<file path="config.mk">
export PLATFORM = sky130hd
export DESIGN_NAME = pipeline_stall_ctrl
export DESIGN_NICKNAME = d
export VERILOG_FILES = /design/src/rtl/pipeline_stall_ctrl_pkg.sv /design/src/rtl/pipeline_stall_ctrl_stall_watchdog.sv /design/src/rtl/pipeline_stall_ctrl.sv
export SDC_FILE = /design/constraint.sdc
export NUM_CORES = 1
export LEC_CHECK = 0
export BUFFER_PORTS_ARGS = -buffer_cell sky130_fd_sc_hd__clkbuf_2
export CORE_UTILIZATION = 45
export DETAILED_ROUTE_END_ITERATION = 16
export PLACE_DENSITY = 0.81
export SYNTH_ARGS = -nofsm -noshare
export SYNTH_HDL_FRONTEND = slang
export SYNTH_SLANG_ARGS = --single-unit
</file>
<file path="constraint.sdc">
create_clock -name clk -period 3.9 [get_ports clk]
set_input_delay 0.78 -clock clk [delete_from_list [all_inputs] [get_ports clk]]
set_output_delay 0.78 -clock clk [all_outputs]
set_load 0.05 [all_outputs]
</file>
<file path="src/rtl/pipeline_stall_ctrl_pkg.sv">
// Shared pipeline definitions: instruction encodings and the IF/ID stall-control state set.
package pipeline_stall_ctrl_pkg;

  localparam logic [3:0]  OPCODE_NOP       = 4'b1111;
  localparam logic [15:0] NOP_WORD_DEFAULT = {OPCODE_NOP, 12'h000};
  localparam logic [7:0]  STALL_COUNT_MAX  = 8'hFF;

  typedef enum logic {
    RUN   = 1'b0,
    STALL = 1'b1
  } stall_state_e;

endpackage

</file>
<file path="src/rtl/pipeline_stall_ctrl_stall_watchdog.sv">
// Tracks consecutive and total stall cycles; raises a sticky error when a stall run
// reaches MAX_STALL cycles.
module stall_watchdog
  import pipeline_stall_ctrl_pkg::*;
#(
  parameter int MAX_STALL = 4
) (
  input  logic         clk,
  input  logic         reset_n,
  input  logic         stall,
  input  stall_state_e state,
  output logic [7:0]   stall_count,
  output logic         stall_error
);

  localparam int RUN_W = $clog2(MAX_STALL) + 1;
  localparam logic [RUN_W-1:0] RUN_LIMIT = RUN_W'(MAX_STALL);

  logic [RUN_W-1:0] run_cnt_reg, run_cnt_next;
  logic [7:0]       stall_count_reg, stall_count_next;
  logic             stall_error_reg, stall_error_next;

  always_comb begin
    run_cnt_next     = run_cnt_reg;
    stall_count_next = stall_count_reg;
    stall_error_next = stall_error_reg;
    if (stall) begin
      // Run counter parks at the limit so a long stall cannot wrap it back to zero.
      if (run_cnt_reg != RUN_LIMIT)
        run_cnt_next = run_cnt_reg + 1'b1;
      if (stall_count_reg != STALL_COUNT_MAX)
        stall_count_next = stall_count_reg + 8'd1;
      if (run_cnt_next == RUN_LIMIT)
        stall_error_next = 1'b1;
    end else if (state == STALL) begin
      run_cnt_next = '0;
    end
  end

  always_ff @(posedge clk or negedge reset_n) begin
    if (!reset_n) begin
      run_cnt_reg     <= '0;
      stall_count_reg <= '0;
      stall_error_reg <= 1'b0;
    end else begin
      run_cnt_reg     <= run_cnt_next;
      stall_count_reg <= stall_count_next;
      stall_error_reg <= stall_error_next;
    end
  end

  assign stall_count = stall_count_reg;
  assign stall_error = stall_error_reg;

endmodule

</file>
<file path="src/rtl/pipeline_stall_ctrl.sv">
// IF/ID pipeline register with flush/stall/bubble control and a stall watchdog.
module pipeline_stall_ctrl
  import pipeline_stall_ctrl_pkg::*;
#(
  parameter int          MAX_STALL = 4,
  parameter logic [15:0] NOP_WORD  = NOP_WORD_DEFAULT
) (
  input  logic        clk,
  input  logic        reset_n,
  input  logic [15:0] PC_IF,
  input  logic [15:0] Instruction_IF,
  input  logic        PC_IF_ID_Write_HZ,
  input  logic        B,
  input  logic        Flush,
  output logic        PC_Write,
  output logic        Bubble_ID_EX,
  output logic [15:0] Instruction_PR1,
  output logic [15:0] PC_PR1,
  output logic        Valid_PR1,
  output logic [7:0]  Stall_Count,
  output logic        Stall_Error
);

  stall_state_e state_reg, state_next;
  logic [15:0]  instr_reg, instr_next;
  logic [15:0]  pc_reg, pc_next;
  logic         valid_reg, valid_next;
  logic         stall;

  // A flush overrides a concurrent hold request, so it never counts as a stall.
  assign stall        = !Flush && !PC_IF_ID_Write_HZ;
  assign PC_Write     = Flush | PC_IF_ID_Write_HZ;
  assign Bubble_ID_EX = Flush | B;

  always_comb begin
    state_next = state_reg;
    instr_next = instr_reg;
    pc_next    = pc_reg;
    valid_next = valid_reg;
    case (state_reg)
      RUN:     if (stall) state_next = STALL;
      STALL:   if (PC_IF_ID_Write_HZ || Flush) state_next = RUN;
      default: state_next = RUN;
    endcase
    if (Flush) begin
      instr_next = NOP_WORD;
      pc_next    = PC_IF;
      valid_next = 1'b0;
    end else if (PC_IF_ID_Write_HZ) begin
      instr_next = Instruction_IF;
      pc_next    = PC_IF;
      valid_next = 1'b1;
    end
  end

  always_ff @(posedge clk or negedge reset_n) begin
    if (!reset_n) begin
      state_reg <= RUN;
      instr_reg <= NOP_WORD;
      pc_reg    <= '0;
      valid_reg <= 1'b0;
    end else begin
      state_reg <= state_next;
      instr_reg <= instr_next;
      pc_reg    <= pc_next;
      valid_reg <= valid_next;
    end
  end

  assign Instruction_PR1 = instr_reg;
  assign PC_PR1          = pc_reg;
  assign Valid_PR1       = valid_reg;

  stall_watchdog #(
    .MAX_STALL(MAX_STALL)
  ) u_stall_watchdog (
    .clk         (clk),
    .reset_n     (reset_n),
    .stall       (stall),
    .state       (state_reg),
    .stall_count (Stall_Count),
    .stall_error (Stall_Error)
  );

endmodule

</file>
# == Yosys cells after proc, flatten, opt, wreduce, memory -nomap -nowiden ==
# Index checks and enable logic that the tools add are counted.
# totals
elab_cells,36
reg_bits,46
inputBits,37
out_inout_bits,44
# classes
add_sub_neg,2
n_bitwise,3
mux,13
n_eq_ne,3
n_reduce_logical,8
# op_table
cell,count
$mux W16,4
$mux W3,4
$add A8 B1 Y8 const B,1
$ne A8 B8 Y1 const B,1
$mux W1,4
$reduce_and A2 Y1,2
$reduce_bool A2 Y1,2
$add A3 B1 Y3 const B,1
$eq A3 B3 Y1 const B,1
$ne A3 B3 Y1 const B,1
$logic_not A1 Y1,2
$or A1 B1 Y1,2
$pmux W1 S2,1
$logic_and A1 B1 Y1,1
$logic_or A1 B1 Y1,1
$not A1 Y1,1

# == Longest topological paths before layout ==
# depth
ltp_word,5
mapped_depth,7
mapped_depth_nobuf,6

# == Hierarchy ==
# From an unflattened synthesis, not the netlist that was laid out.
# hier_totals
cells_unflattened,149
hier_area_um2,2037.0
# by_module_without_submodules
mod,area_per_inst_um2,seq_area_each_um2,cells_each,instances
pipeline_stall_ctrl,1385.1,855.8,92,1
stall_watchdog,651.9,300.3,57,1

# == Worst setup path after synthesis ==
# OpenSTA, ideal clock, no wires.
# synth_timing
path_kind,input-to-output
startpoint,input port Flush
endpoint,output port Bubble_ID_EX
required_time_ns,3.120
path_stages,2
setup_slack_ns,1.811
arrival_time_ns,1.309
n_path_buf,1
path_cell_list,buf_6 -> or2_2
# synth_between
elab_chain_cells,1
# synth_rtl
element,line,text
start: declaration,pipeline_stall_ctrl.sv:14,"input logic Flush,"
$or A1 B1 Y1,pipeline_stall_ctrl.sv:33,assign Bubble_ID_EX = Flush | B;
end: declaration,pipeline_stall_ctrl.sv:16,"output logic Bubble_ID_EX,"
# No other way between the ends.

# == Final worst setup path ==
# layout_timing
startpoint,input port PC_IF_ID_Write_HZ
endpoint,output port PC_Write
# layout_between
elab_chain_cells,1
# layout_rtl
element,line,text
start: declaration,pipeline_stall_ctrl.sv:12,"input logic PC_IF_ID_Write_HZ,"
$or A1 B1 Y1,pipeline_stall_ctrl.sv:32,assign PC_Write = Flush | PC_IF_ID_Write_HZ;
end: declaration,pipeline_stall_ctrl.sv:15,"output logic PC_Write,"
# No other way between the ends.

==> impl_metrics.env <==
export IMPL_grt_pass1_wl_um=5900
export IMPL_core_mm2=0.00412
export IMPL_drv_slew=0
export IMPL_dr_first_iter_drc_count=38
export IMPL_final_common_cell="clkbuf_2"
export IMPL_drive_above_1_share_pct=48.9
export IMPL_critical_path_required_ns=3.12
export IMPL_io_pins=81
export IMPL_grt_pass1_vias=1349
export IMPL_io_buffer_count=80
export IMPL_antenna_left=0
export IMPL_antenna_found_initial=0
export IMPL_rsz0062_at_grt="false"
export IMPL_cp_data_arrival_time_ns=1.78
export IMPL_powerDensity_mw_per_mm2=584
export IMPL_vias=1396
export IMPL_yosysTopAreaCellShare_pct=53.1
export IMPL_multiInputGateArea_um2=747
export IMPL_htree_levels=2
export IMPL_syn_inst=155
export IMPL_start_util_pct=48.1
export IMPL_num_rows=23
export IMPL_dieHeight_um=68.3
export IMPL_hold_class="reg -> reg"
export IMPL_vias_per_cell=4.86
export IMPL_grt_max_degree=47
export IMPL_synth_main_ff_cell="dfrtp_1"
export IMPL_cp_end_kind="primary output"
export IMPL_vdd_drop_max_mv=0.236
export IMPL_synth_edf_count=0
export IMPL_dp_hpwl_um=2710
export IMPL_synthArstFlopShare_pct=100
export IMPL_postCtsSetupRepairBufs=0
export IMPL_fin_worst_skew_ns=0.000773
export IMPL_regArea_mm2=0.00116
export IMPL_ys_seq_area_share_pct=58.4
export IMPL_tightestPinTransition_ns=0.590
export IMPL_period_minus_slack_ns=2.56
export IMPL_dr_pass1_iters=4
export IMPL_overflow=0
export IMPL_syn_mean_instance_area_um2=12.8
export IMPL_worstSetupStartpointType="input port"
export IMPL_root_buffer="clkbuf_8"
export IMPL_clkSinkCount=46
export IMPL_drc=0
export IMPL_cts_resized_gates=0
export IMPL_maxSlewHeadroom_pct=60.7
export IMPL_setup_tns_final_ns=0
export IMPL_hold_buffers=0
export IMPL_syn_nets=195
export IMPL_antenna_cells=0
export IMPL_ys_types=35
export IMPL_gp_congestion=0.743
export IMPL_status="finished clean"
export IMPL_crit_fanout=22
export IMPL_die_area_mm2=0.00466
export IMPL_synth_seq_cells=46
export IMPL_cts_path_max_buffers=2
export IMPL_fin_util_pct=60.7
export IMPL_yosysTopAreaCell="dfrtp_1"
export IMPL_setup_viol=0
export IMPL_drt_wirelength_per_cell_um=13.2
export IMPL_synth_area_mm2=0.00198
export IMPL_leakagePower_nw=1.27
export IMPL_tritoncts="done"
export IMPL_whs_ns=0.454
export IMPL_crit_type="in -> out"
export IMPL_layout_common_cells="clkbuf_2 (80), dfrtp_1 (42), mux2_2 (19)"
export IMPL_fillers=338
export IMPL_synthTopCellsByArea="dfrtp_1 (53%), mux2_2 (11%), mux2i_1 (6.1%), dfstp_2 (5.3%), nor2_1 (3.0%)"
export IMPL_path_clk_slew_ns=0.08
export IMPL_fmax_mhz=391
export IMPL_synth_warnings=0
export IMPL_hold_viol=0
export IMPL_fin_crit_sh_pct=65.6
export IMPL_cts_made_buffers=5
export IMPL_grt_util_all_layers_pct=17.2
export IMPL_fin_nets=276
export IMPL_maxCapViolCount=0
export IMPL_insertion_delay_ns=0.29
export IMPL_areaGrowthSynthToFinish_pct=26.4
export IMPL_die_w_um=68.3
export IMPL_wl_um=3790
-- power breakdown --
part	internal (mW)	switching (mW)	leakage [nW]
logic	0.141	0.355	0.659
registers	0.552	0.0693	0.561
clock network	0.192	0.151	0.0524
-- routing by layer --
metal | wire, um | global-route usage, % | part of all wire, %
met1 | 1720 | 21.1 | 45
met2 | 1810 | 28.4 | 48
met3 | 221 | 5.33 | 5.8
met4 | 41 | 6.25 | 1.1
met5 | 0 | 0 | 0
-- Yosys cell counts (4+ instances only) --
cell type,count
dfrtp_1,42
mux2_2,19
nor2_1,16
mux2i_1,12
nand2_1,7
nor2b_1,5
a211o_1,4
dfstp_2,4
inv_1,4
-- kinds of logic (layout without fill, tap and decap cells) --
group / Yosys count / in the layout / share of synthesized area [%]
AO/OA/AOI/OAI: 15 / 15 / 5.76
XOR/XNOR: 4 / 4 / 1.77
adder cells (fa/ha/maj): 3 / 3 / 1.90
buffers and inverters: 12 / 94 / 3.79
flip-flops: 46 / 46 / 58.4
multiplexers: 32 / 32 / 17.5
AND/OR/NAND/NOR: 43 / 43 / 10.9
-- final timing paths --
path	from	to	slack (ns)	cells past startpoint
hold / removal	state_reg$_DFF_PN0_	u_stall_watchdog.run_cnt_reg[0]$_DFFE_PN0P_	0.45	1
setup reg to reg	u_stall_watchdog.stall_count[0]$_DFFE_PN0P_	u_stall_watchdog.stall_count[6]$_DFFE_PN0P_	2.37	4
max in group asynchronous	reset_n	Instruction_PR1[12]$_DFFE_PN1N_	2.95	2
setup / recovery	PC_IF_ID_Write_HZ	PC_Write	1.34	3
hold reg to reg	state_reg$_DFF_PN0_	u_stall_watchdog.run_cnt_reg[0]$_DFFE_PN0P_	0.45	1
min in group asynchronous	reset_n	u_stall_watchdog.stall_count[5]$_DFFE_PN0P_	0.57	2
-- worst max-delay path, cell delays in order --
cell      delay, ns
clkbuf_2       0.46
or2_4          0.25
clkbuf_2       0.28
-- through the flow --
stage	setup WS (ns)	total power [mW]	instances	cell area [um^2]
after detailed placement	1.21	1.13	279	2390
final	1.34	1.46	287	2500
after floorplan	1.81	1.00	155	1980
after CTS	1.35	1.48	287	2500
after global routing	1.28	1.54	287	2500
after global placement	1.24	1.12	279	2390
-- final cells by class --
cell class                      count  area share (%)
Sequential cell                    46            46.2
Multi-Input combinational cell     97            29.9
Timing Repair Buffer               81            16.3
Clock buffer                        7            3.05
Tap cell                           50            2.50
Clock inverter                      1            1.20
Inverter                            5           0.801
(Power assumes the default switching activity.)
